$ cat config.mk
export PLATFORM = sky130hd
export DESIGN_NAME = cbp_serial_adder_flat
export DESIGN_NICKNAME = d
export VERILOG_FILES = /design/src/rtl/cbp_serial_adder_pkg.sv /design/src/rtl/cbp_serial_adder_if.sv /design/src/rtl/cbp_serial_adder_slice.sv /design/src/rtl/cbp_serial_adder.sv /design/src/flat_wrapper.sv
export SDC_FILE = /design/constraint.sdc
export NUM_CORES = 1
export LEC_CHECK = 0
export BUFFER_PORTS_ARGS = -buffer_cell sky130_fd_sc_hd__buf_4
export CELL_PAD_IN_SITES_DETAIL_PLACEMENT = 0
export CELL_PAD_IN_SITES_GLOBAL_PLACEMENT = 1
export CORE_ASPECT_RATIO = 0.5
export CORE_UTILIZATION = 39
export CTS_CLUSTER_DIAMETER = 120
export DETAILED_ROUTE_END_ITERATION = 10
export PLACE_DENSITY_LB_ADDON = 0.1
export SLEW_MARGIN = 15
export SYNTH_ARGS = -nofsm -noshare
export SYNTH_HDL_FRONTEND = slang
export SYNTH_HIERARCHICAL = 1
export SYNTH_SLANG_ARGS = --single-unit
$ cat constraint.sdc
create_clock -name clk -period 4 [get_ports clk]
set_input_delay 0.6 -clock clk [delete_from_list [all_inputs] [get_ports clk]]
set_output_delay 0.6 -clock clk [all_outputs]
set_load 0.03 [all_outputs]
$ cat src/rtl/cbp_serial_adder_pkg.sv
// Shared constants and FSM state type for the nibble-serial 32-bit adder.
package cbp_pkg;

  localparam int WORD_W  = 32;
  localparam int NIB_W   = 4;
  localparam int NIB_CNT = 8;
  localparam int CNT_W   = $clog2(NIB_CNT);

  typedef enum logic [1:0] {
    IDLE = 2'd0,
    RUN  = 2'd1,
    DONE = 2'd2
  } state_e;

endpackage

$ cat src/rtl/cbp_serial_adder_if.sv
// Request/response bundle of the serial adder: operand request handshake,
// result handshake and status.
interface cbp_serial_adder_if;
  import cbp_pkg::*;

  logic              in_valid;
  logic              in_ready;
  logic [WORD_W-1:0] a;
  logic [WORD_W-1:0] b;
  logic              cin;
  logic              out_valid;
  logic              out_ready;
  logic [WORD_W-1:0] sum;
  logic              cout;
  logic              overflow;
  logic              busy;

  modport master (
    output in_valid, a, b, cin, out_ready,
    input  in_ready, out_valid, sum, cout, overflow, busy
  );

  modport slave (
    input  in_valid, a, b, cin, out_ready,
    output in_ready, out_valid, sum, cout, overflow, busy
  );

endinterface

$ cat src/rtl/cbp_serial_adder_slice.sv
// 4-bit carry-bypass adder slice, purely combinational. When every bit
// propagates, the carry-in is forwarded straight to the carry-out.
module cbp_nibble_slice
  import cbp_pkg::*;
(
  input  logic [NIB_W-1:0] a,
  input  logic [NIB_W-1:0] b,
  input  logic             ci,
  output logic [NIB_W-1:0] s,
  output logic             co
);

  logic [NIB_W-1:0] p;
  logic [NIB_W-1:0] g;
  logic [NIB_W:0]   c;

  // Ripple chain plus bypass mux on the group carry-out.
  always_comb begin
    p    = a ^ b;
    g    = a & b;
    c    = '0;
    c[0] = ci;
    for (int i = 0; i < NIB_W; i++) begin
      c[i+1] = g[i] | (p[i] & c[i]);
    end
    s  = p ^ c[NIB_W-1:0];
    co = (&p) ? ci : c[NIB_W];
  end

endmodule

$ cat src/rtl/cbp_serial_adder.sv
// Nibble-serial 32-bit adder: one shared carry-bypass slice, LSB nibble
// first, result presented 8 cycles after the request is accepted.
// Optional feature macro: CBP_SERIAL_OVERFLOW_EN (signed overflow flag;
// when undefined the overflow port is tied low).
//
// state | meaning
// IDLE  | in_ready=1, waiting for an operand request
// RUN   | one nibble per cycle through the slice, cnt selects the nibble
// DONE  | out_valid=1, result held until out_ready
module cbp_serial_adder
  import cbp_pkg::*;
(
  input  logic              clk,
  input  logic              rst,
  cbp_serial_adder_if.slave bus
);

  state_e            state_q, state_d;
  logic [CNT_W-1:0]  cnt_q, cnt_d;
  logic [WORD_W-1:0] a_q, a_d;
  logic [WORD_W-1:0] b_q, b_d;
  logic              carry_q, carry_d;
  logic [WORD_W-1:0] work_q, work_d;
  logic [WORD_W-1:0] sum_q, sum_d;
  logic              cout_q, cout_d;

  logic [4:0]        bit_lo;
  logic [NIB_W-1:0]  slice_a;
  logic [NIB_W-1:0]  slice_b;
  logic [NIB_W-1:0]  slice_s;
  logic              slice_co;

  assign bit_lo  = {cnt_q, 2'b00};
  assign slice_a = a_q[bit_lo +: NIB_W];
  assign slice_b = b_q[bit_lo +: NIB_W];

  cbp_nibble_slice u_slice (
    .a  (slice_a),
    .b  (slice_b),
    .ci (carry_q),
    .s  (slice_s),
    .co (slice_co)
  );

  // Next-state, operand capture, nibble accumulation and result publication.
  // The visible sum/cout only change on the final nibble, so they hold their
  // last values outside DONE.
  always_comb begin
    state_d = state_q;
    cnt_d   = cnt_q;
    a_d     = a_q;
    b_d     = b_q;
    carry_d = carry_q;
    work_d  = work_q;
    sum_d   = sum_q;
    cout_d  = cout_q;
    case (state_q)
      IDLE: begin
        if (bus.in_valid) begin
          a_d     = bus.a;
          b_d     = bus.b;
          carry_d = bus.cin;
          cnt_d   = '0;
          state_d = RUN;
        end
      end
      RUN: begin
        work_d[bit_lo +: NIB_W] = slice_s;
        carry_d                 = slice_co;
        if (cnt_q == CNT_W'(NIB_CNT - 1)) begin
          sum_d   = {slice_s, work_q[WORD_W-NIB_W-1:0]};
          cout_d  = slice_co;
          cnt_d   = '0;
          state_d = DONE;
        end else begin
          cnt_d = cnt_q + CNT_W'(1);
        end
      end
      DONE: begin
        if (bus.out_ready) begin
          state_d = IDLE;
        end
      end
      default: begin
        state_d = IDLE;
        cnt_d   = '0;
      end
    endcase
  end

  // State and datapath registers; reset wins over any handshake.
  always_ff @(posedge clk) begin
    if (rst) begin
      state_q <= IDLE;
      cnt_q   <= '0;
      a_q     <= '0;
      b_q     <= '0;
      carry_q <= 1'b0;
      work_q  <= '0;
      sum_q   <= '0;
      cout_q  <= 1'b0;
    end else begin
      state_q <= state_d;
      cnt_q   <= cnt_d;
      a_q     <= a_d;
      b_q     <= b_d;
      carry_q <= carry_d;
      work_q  <= work_d;
      sum_q   <= sum_d;
      cout_q  <= cout_d;
    end
  end

`ifdef CBP_SERIAL_OVERFLOW_EN
  logic ovf_q, ovf_d;

  // Signed overflow from latched operand signs and the final sum sign bit.
  always_comb begin
    ovf_d = ovf_q;
    if (state_q == RUN && cnt_q == CNT_W'(NIB_CNT - 1)) begin
      ovf_d = (a_q[WORD_W-1] == b_q[WORD_W-1]) & (slice_s[NIB_W-1] != a_q[WORD_W-1]);
    end
  end

  // Overflow flag register, cleared by reset.
  always_ff @(posedge clk) begin
    if (rst) begin
      ovf_q <= 1'b0;
    end else begin
      ovf_q <= ovf_d;
    end
  end

  assign bus.overflow = ovf_q;
`else
  assign bus.overflow = 1'b0;
`endif

  assign bus.in_ready  = (state_q == IDLE);
  assign bus.out_valid = (state_q == DONE);
  assign bus.busy      = (state_q == RUN) || (state_q == DONE);
  assign bus.sum       = sum_q;
  assign bus.cout      = cout_q;

endmodule

$ cat src/flat_wrapper.sv
// flat-port wrapper written by rule: the top's interface ports become plain ports
module cbp_serial_adder_flat import cbp_pkg::*;
  (clk, rst, bus_in_valid, bus_a, bus_b, bus_cin, bus_out_ready, bus_in_ready, bus_out_valid, bus_sum, bus_cout, bus_overflow, bus_busy);
  cbp_serial_adder_if bus_i ();
  input  logic clk;
  input  logic rst;
  input wire logic [$bits(bus_i.in_valid)-1:0] bus_in_valid;
  input wire logic [$bits(bus_i.a)-1:0] bus_a;
  input wire logic [$bits(bus_i.b)-1:0] bus_b;
  input wire logic [$bits(bus_i.cin)-1:0] bus_cin;
  input wire logic [$bits(bus_i.out_ready)-1:0] bus_out_ready;
  output wire logic [$bits(bus_i.in_ready)-1:0] bus_in_ready;
  output wire logic [$bits(bus_i.out_valid)-1:0] bus_out_valid;
  output wire logic [$bits(bus_i.sum)-1:0] bus_sum;
  output wire logic [$bits(bus_i.cout)-1:0] bus_cout;
  output wire logic [$bits(bus_i.overflow)-1:0] bus_overflow;
  output wire logic [$bits(bus_i.busy)-1:0] bus_busy;
  assign bus_i.in_valid = bus_in_valid;
  assign bus_i.a = bus_a;
  assign bus_i.b = bus_b;
  assign bus_i.cin = bus_cin;
  assign bus_i.out_ready = bus_out_ready;
  assign bus_in_ready = bus_i.in_ready;
  assign bus_out_valid = bus_i.out_valid;
  assign bus_sum = bus_i.sum;
  assign bus_cout = bus_i.cout;
  assign bus_overflow = bus_i.overflow;
  assign bus_busy = bus_i.busy;
  cbp_serial_adder u_core (.clk(clk), .rst(rst), .bus(bus_i));
endmodule
==> results of run 1 <==
synth_stat cells (3+ instances only):
| library cell | number | area [µm²] |
|---|---|---|
| nand4_1 | 10 | 62.6 |
| or3_1 | 3 | 18.8 |
| fa_1 | 4 | 80.1 |
| inv_1 | 14 | 52.6 |
| nor2b_1 | 4 | 25.0 |
| a21oi_1 | 109 | 546 |
| buf_2 | 7 | 35.0 |
| buf_1 | 4 | 15.0 |
| nor3_1 | 4 | 20.0 |
| nand2b_1 | 28 | 175 |
| ha_1 | 16 | 200 |
| o21ai_0 | 11 | 55.1 |
| mux4_2 | 16 | 360 |
| clkbuf_1 | 32 | 120 |
| nand2_1 | 230 | 863 |
| dfxtp_1 | 131 | 2620 |
| mux2i_1 | 23 | 230 |
registers in the layout, indices dropped and copies added, names as in the netlist:
| register | count |
|---|---|
| u_core/a_q | 32 |
| u_core/b_q | 32 |
| u_core/bus.cout | 1 |
| u_core/bus.sum | 32 |
| u_core/carry_q | 1 |
| u_core/cnt_q | 3 |
| u_core/state_q | 2 |
| u_core/work_q | 28 |
cell families (layout without fill, tap and decap cells):
logic type	Yosys count	in the layout	synth area share, %
buffers and inverters	62	158	4.63
muxes	39	39	10.4
AOI/OAI and AO/OA	123	123	11.0
adders and majority gates	20	20	4.92
DFF	131	131	46.0
other	1	1	0.0658
and+or+nand+nor	295	295	23.0
cell type report:
class	count	area (µm²)	area share (%)
inverter	15	56.3	0.785
tap	192	240	3.35
clock inverter	12	156	2.18
multi-input combinational	478	2820	39.3
timing repair buffer	111	833	11.6
sequential	131	2620	36.6
clock buffer	20	447	6.22
power by group through the flow:
stage | sequential [mW] | clock (mW) | combinational (mW)
floorplan | 1.51 | 0 | 0.667
global placement | 1.56 | 0 | 0.882
detailed placement | 1.56 | 0 | 0.892
CTS | 1.54 | 1.61 | 0.896
global route | 1.55 | 1.67 | 0.985
finish | 1.53 | 1.57 | 0.886
per-stage QoR:
stage                     instance area [µm²]  hold WS (ps)  instances  util [%]  worst slack [ps]
after global placement                   6570           441        927      47.3               553
after global routing                     7180           432        959      51.7               266
after floorplan                          5700           428        671         -               776
after CTS                                7170           421        959      51.6               485
after detailed placement                 6570           443        927      47.3               507
final                                    7180           434        959      51.7               539
layout by cell type, fill, tap and decap left out, types with 10 or more instances in the layout:
cell and count:
inv_1 14, o21ai_0 11, mux2i_1 23, nand2_1 228, clkbuf_16 17, a21oi_1 109, dfxtp_1 130, nand2b_1 28
ha_1 16, mux4_2 16, nand4_1 10, buf_4 111
worst reg2reg max path, delay by kind of cell, from the launching register on:
family / cells / cell delay [ps]
flops: 1 / 630
simple gates: 3 / 300
fa+ha+maj: 3 / 1200
buf+inv: 3 / 600
mux: 1 / 520
compound gates: 1 / 160
per-layer routing:
metal	global-route usage [%]	part of all wire [%]	up-vias
met4	6.36	0.44	0
li1	-	-	2401
met5	0	0	-
met3	4.62	4.6	7
met1	25.9	51	2215
met2	29.5	44	101
path summary, 6_finish.rpt:
check / slack [ps] / to / from / cells past startpoint
max: 540 / u_core/work_q[19] / u_core/cnt_q[0] / 11
min: 430 / u_core/a_q[31] / bus_a[31] / 3
max reg2reg: 540 / u_core/work_q[19] / u_core/cnt_q[0] / 11
min reg2reg: 440 / u_core/bus.sum[13] / u_core/work_q[13] / 2
==> impl_results.md, run 1 <==
* Fill cells at 1403
* Worst Setup End Kind: register
* Post-Syn Nets at 760
* Routed wire length at 13.6 mm
* Crit start category: register
* Buffer count from post-CTS setup fixing at 0
* Power Dens Cells at 556 nW/µm²
* Clk root buf: clkbuf_16
* Fin. Hold Viols at 0
* Post-Syn Area at 5700 µm²
* DR vias/cell at 4.93
* # diodes at 0
* Clock network fraction of total power at 39.4%
* Power Internal at 2.78 mW
* Remaining DRCs at 0
* Setup tns final at 0 ps
* Async set-reset flop share out of synthesis at 0%
* Switching part of the total at 30.4%
* Sw Pwr at 1.22 mW
* Crit path kind: register to register
* Global-route wire length before repair at 22.3 mm
* Area delta synth->final at 25.9%
* Delay-heaviest family, CP: adder cells
* RSZ-0062 raised after global routing: false
* Number of flops mapped to enable cells by yosys at 0
* Sequential share of power at 38.4%
* Fin crit period at 3460 ps
* CTS sink count at 131
* Full die area at 15100 µm²
* TritonCTS clock tree: built
* CTS max path bufs at 2
* Share of post-route cells with drive strength above 1 at 21.8%
* Outcome: completed
* Worst clock skew at 9.09 ps
* Initial DRC Count at 265
* Max-slew violation count at 0
* Period Utilization, post-route at 86.5%
* Core ar. at 13900 µm²
* Resized cells post-CTS at 0
* Synth Instances at 671
* Required @ worst endpoint at 4340 ps
* Die W at 173 µm
* Flops & latches, synth at 131
* Hold WC Path Type: input port to register
* Clk pin slew, worst setup/hold paths at 60 ps
* # setup viols final at 0
* Ys flop type: dfxtp_1
* Count of cell types in the netlist at 36
* Syn. warnings at 6
* 1st-pass router iterations at 4
* DP HPWL at 9.30 mm
* Antenna Nets Post-Route at 0
* Largest fanout on the critical path at 16
* Initial antenna violation count at 0
* Worst-Margin Slew at 1060 ps
* Nets at 843
* Combinational share of power at 22.2%
* CTS H-tree lvls at 4
* Via Count at 4724
* Worst path most repeated cell: fa_1
* Highest-delay cell along the critical path: dfxtp_2
* Gr usage total at 18.9%
* Worst path bufs/invs at 3
* Pin count of the biggest net entering global routing at 97
* CTS Buf Count at 17
* Row count at 30
* Fraction of the yosys area taken by sequential cells at 46.0%
* MaxCap Viol Count at 0
* Vias in the first global route at 4328
* Worst path cell trace: buf_4 -> mux4_2 -> nand2_1 -> nand2_1 -> fa_1 -> fa_1 -> inv_1 -> fa_1 -> inv_1 -> nand4_1 -> a21oi_1
* Routability cong. at 0.773
* Slew headroom at 29.6%
* CP arrival at 3800 ps
* Grt total ovfl at 0
* Hold Buf Count CTS at 0
* Die H at 87.5 µm
* Peak VDD IR at 324 µV
* Worst-Skew Late Latency at 410 ps
* Top achievable clock speed at 0.289 GHz
* PortBufs at 104
* Avg Inst Size Synth at 8.49 µm²
* WL/cell at 14.2 µm
* Initial core utilization at 41.0%
* Static leakage at 2.84 nW
* Worst stage delay on the critical path at 630 ps
* Total power at 3.99 mW
* I/O pin total at 106
No activity file was read; power rests on OpenSTA's default activity.
==> run 2: changes to the inputs <==
--- a/config.mk
+++ b/config.mk
@@ -8,7 +8,8 @@
 export BUFFER_PORTS_ARGS = -buffer_cell sky130_fd_sc_hd__buf_4
 export CELL_PAD_IN_SITES_DETAIL_PLACEMENT = 0
 export CELL_PAD_IN_SITES_GLOBAL_PLACEMENT = 1
-export CORE_ASPECT_RATIO = 0.5
+export CORE_ASPECT_RATIO = 1.25
+export CORE_MARGIN = 2
 export CORE_UTILIZATION = 39
 export CTS_CLUSTER_DIAMETER = 120
 export DETAILED_ROUTE_END_ITERATION = 10
==> run 2 against run 1 <==
Global-route usage down 0.68 points. Hold slack worse by 1.1 ps. Critical path depth rose by 2. Sequential cell count unchanged. Via count fell by 0.64%. Critical endpoint is now u_core/work_q[15]. Clock skew increased by 1.5 ps. Clock power is 6% higher. Largest power group unchanged. Register-to-register slack gained 30 ps. Count of clock-buffer cells in the layout grew 1. Power increased by 2.3%. Die area up 3.1%.
==> impl_results.md, run 2 (synthesis gave the netlist of run 1 again) <==
* Outcome: completed
* Combinational share of power at 21.5% (-0.7 points)
* Die W at 112 µm (-35%)
* R2R cell count at 13 (+2)
* Power Internal at 2.87 mW (+3.5%)
* Worst hold slack at 433 ps (-1.12 ps)
* Min-delay src: bus_b[30]
* Period Utilization, post-route at 85.8% (-0.71 points)
* Worst-Margin Slew at 1080 ps (+24.5 ps)
* RR Startpoint: u_core/cnt_q[0]
* Routability cong. at 0.825 (+6.8%)
* Clk root buf: clkbuf_16
* Clock network fraction of total power at 40.9% (+1.5 points)
* Sw Pwr at 1.21 mW (-0.49%)
* Worst Setup End Kind: register
* Multi-input gate area at 2820 µm² (about the same)
* Area delta synth->final at 26.1%
* Worst-Skew Late Latency at 410 ps (about the same)
* Full die area at 15600 µm² (+3.1%)
* Required @ worst endpoint at 4340 ps (about the same)
* Delay-heaviest family, CP: adder cells
* Fin. Hold Viols at 0 (unchanged)
* Pin count of the biggest net entering global routing at 86 (-11%)
* Dpl ws at 578 ps (+71.4 ps)
* I/O pin total at 106 (unchanged)
* Routed wire length at 13.8 mm (+0.92%)
* Fin crit period at 3430 ps (-28.6 ps)
* Worst path depth at 13 (+2)
* Worst setup margin at 567 ps (+28.6 ps)
* MaxCap Viol Count at 0 (unchanged)
* Worst path bufs/invs at 4 (+1)
* Most frequent cells in the layout: nand2_1 (229), dfxtp_1 (130), buf_4 (109), a21oi_1 (109), nand2b_1 (28)
* Buffer count from post-CTS setup fixing at 0 (unchanged)
* R2r setup slk at 570 ps (+30 ps)
* Vias in the first global route at 4747 (+9.7%)
* Worst setup endpoint: u_core/work_q[15]
* CTS H-tree lvls at 4 (unchanged)
* Power Dens Cells at 568 nW/µm² (+2.1%)
* Cell area after placement at 6540 µm² (-0.50%)
* Max-slew violation count at 0 (unchanged)
* RR Endpoint: u_core/work_q[15]
* CP arrival at 3770 ps (-30 ps)
* DR vias/cell at 4.98 (+1.1%)
* Highest-delay cell along the critical path: dfxtp_2
* Antenna Nets Post-Route at 0 (unchanged)
* Switching part of the total at 29.6% (-0.82 points)
* Sequential cell area at 2620 µm² (unchanged)
* 1st-pass router iterations at 4 (unchanged)
* TritonCTS clock tree: built
* Placed insts at 911 (-1.7%)
* CTS max path bufs at 2 (unchanged)
* Crit start category: register
* # diodes at 0 (unchanged)
* Largest fanout on the critical path at 13 (-3)
* Core ar. at 14300 µm² (+3.3%)
* Initial antenna violation count at 0 (unchanged)
* Crit path kind: register to register
* Die H at 139 µm (+59%)
* Final Cell Area at 7190 µm² (+0.19%)
* RSZ-0062 raised after global routing: false
* Peak VDD IR at 275 µV (-15%)
* Clk pin slew, worst setup/hold paths at 60 ps (about the same)
* Gr usage total at 18.3% (-0.68 points)
* Slew headroom at 27.8% (-1.8 points)
* Final core utilization at 50.1% (-1.6 points)
* Nets at 841 (-0.24%)
* Total power at 4.08 mW (+2.3%)
* Via Count at 4694 (-0.64%)
* Initial DRC Count at 191 (-28%)
* Most common cell after layout, fill and taps aside: nand2_1
* Share of post-route cells with drive strength above 1 at 21.6% (-0.20 points)
* Sequential share of power at 37.6% (-0.8 points)
* Initial core utilization at 39.7% (-1.3 points)
* DP HPWL at 9.88 mm (+6.3%)
* Setup tns final at 0 ps (unchanged)
* Non-Filler Instances at 943 (-1.7%)
* Global-route wire length before repair at 22.9 mm (+2.4%)
* Hold WC Path Type: input port to register
* Worst stage delay on the critical path at 590 ps (-40 ps)
* Worst path cell trace: mux4_2 -> nand2_1 -> nand2_1 -> inv_1 -> fa_1 -> inv_1 -> fa_1 -> fa_1 -> inv_1 -> fa_1 -> inv_1 -> nand4_1 -> a21oi_1
* Resized cells post-CTS at 0 (unchanged)
* PortBufs at 104 (unchanged)
* Row count at 49 (+63%)
* # setup viols final at 0 (unchanged)
* CTS Buf Count at 17 (unchanged)
* WL/cell at 14.6 µm (+2.6%)
* Static leakage at 2.85 nW (+0.39%)
* CTS sink count at 131 (unchanged)
* Top achievable clock speed at 0.291 GHz (+0.83%)
* Hold Buf Count CTS at 0 (unchanged)
* Worst clock skew at 10.5 ps (+1.46 ps)
* Critical path launch point: u_core/cnt_q[0]
* Remaining DRCs at 0 (unchanged)
* Grt total ovfl at 0 (unchanged)
* Fill cells at 1447 (+3.1%)
-- run 2: cell count changes in the layout (fill, tap and decap cells not counted), moves of 2 or more --
cell / delta
buf_4: -2
clkbuf_8: +2
clkinv_2: -2
nand2_2: -2
-- run 2: how the worst min path moves through the flow --
stage	end	slack, ps	depth (start not counted)
CTS	u_core/b_q[25]	420	3
finish	u_core/b_q[30]	430	3
detailed placement	u_core/bus.sum[10]	450	2
global placement	u_core/bus.sum[1]	440	2
floorplan	u_core/bus.sum[12]	430	2
global route	u_core/b_q[25]	420	3
-- run 2: routing by layer --
layer / share of wire, % / GRT usage (%)
met3: 3.3 / 3.89
met4: 1.1 / 5.01
met1: 41 / 20.2
met2: 55 / 34.8
met5: 0 / 0
-- run 2: power groups by stage --
stage,sequential [mW],clock [mW],combinational (mW)
2_1_floorplan,1.51,0,0.667
3_3_place_gp,1.57,0,0.874
3_5_place_dp,1.57,0,0.884
4_1_cts,1.54,1.71,0.888
5_1_grt,1.55,1.76,0.985
6_report,1.54,1.67,0.877
-- run 2: area by class of cell --
class                           count  area share [%]
Timing Repair Buffer              109            11.4
Inverter                           15           0.783
Sequential cell                   131            36.5
Multi-Input combinational cell    478            39.2
Tap cell                          178            3.10
Clock buffer                       21            6.54
Clock inverter                     11            2.45
-- run 2: worst register-to-register path: stages (launching register included) --
cell	delay, ps
dfxtp_2	590
mux4_2	570
nand2_1	80
nand2_1	90
inv_1	80
fa_1	170
inv_1	50
fa_1	400
fa_1	380
inv_1	80
fa_1	400
inv_1	210
nand4_1	120
a21oi_1	150
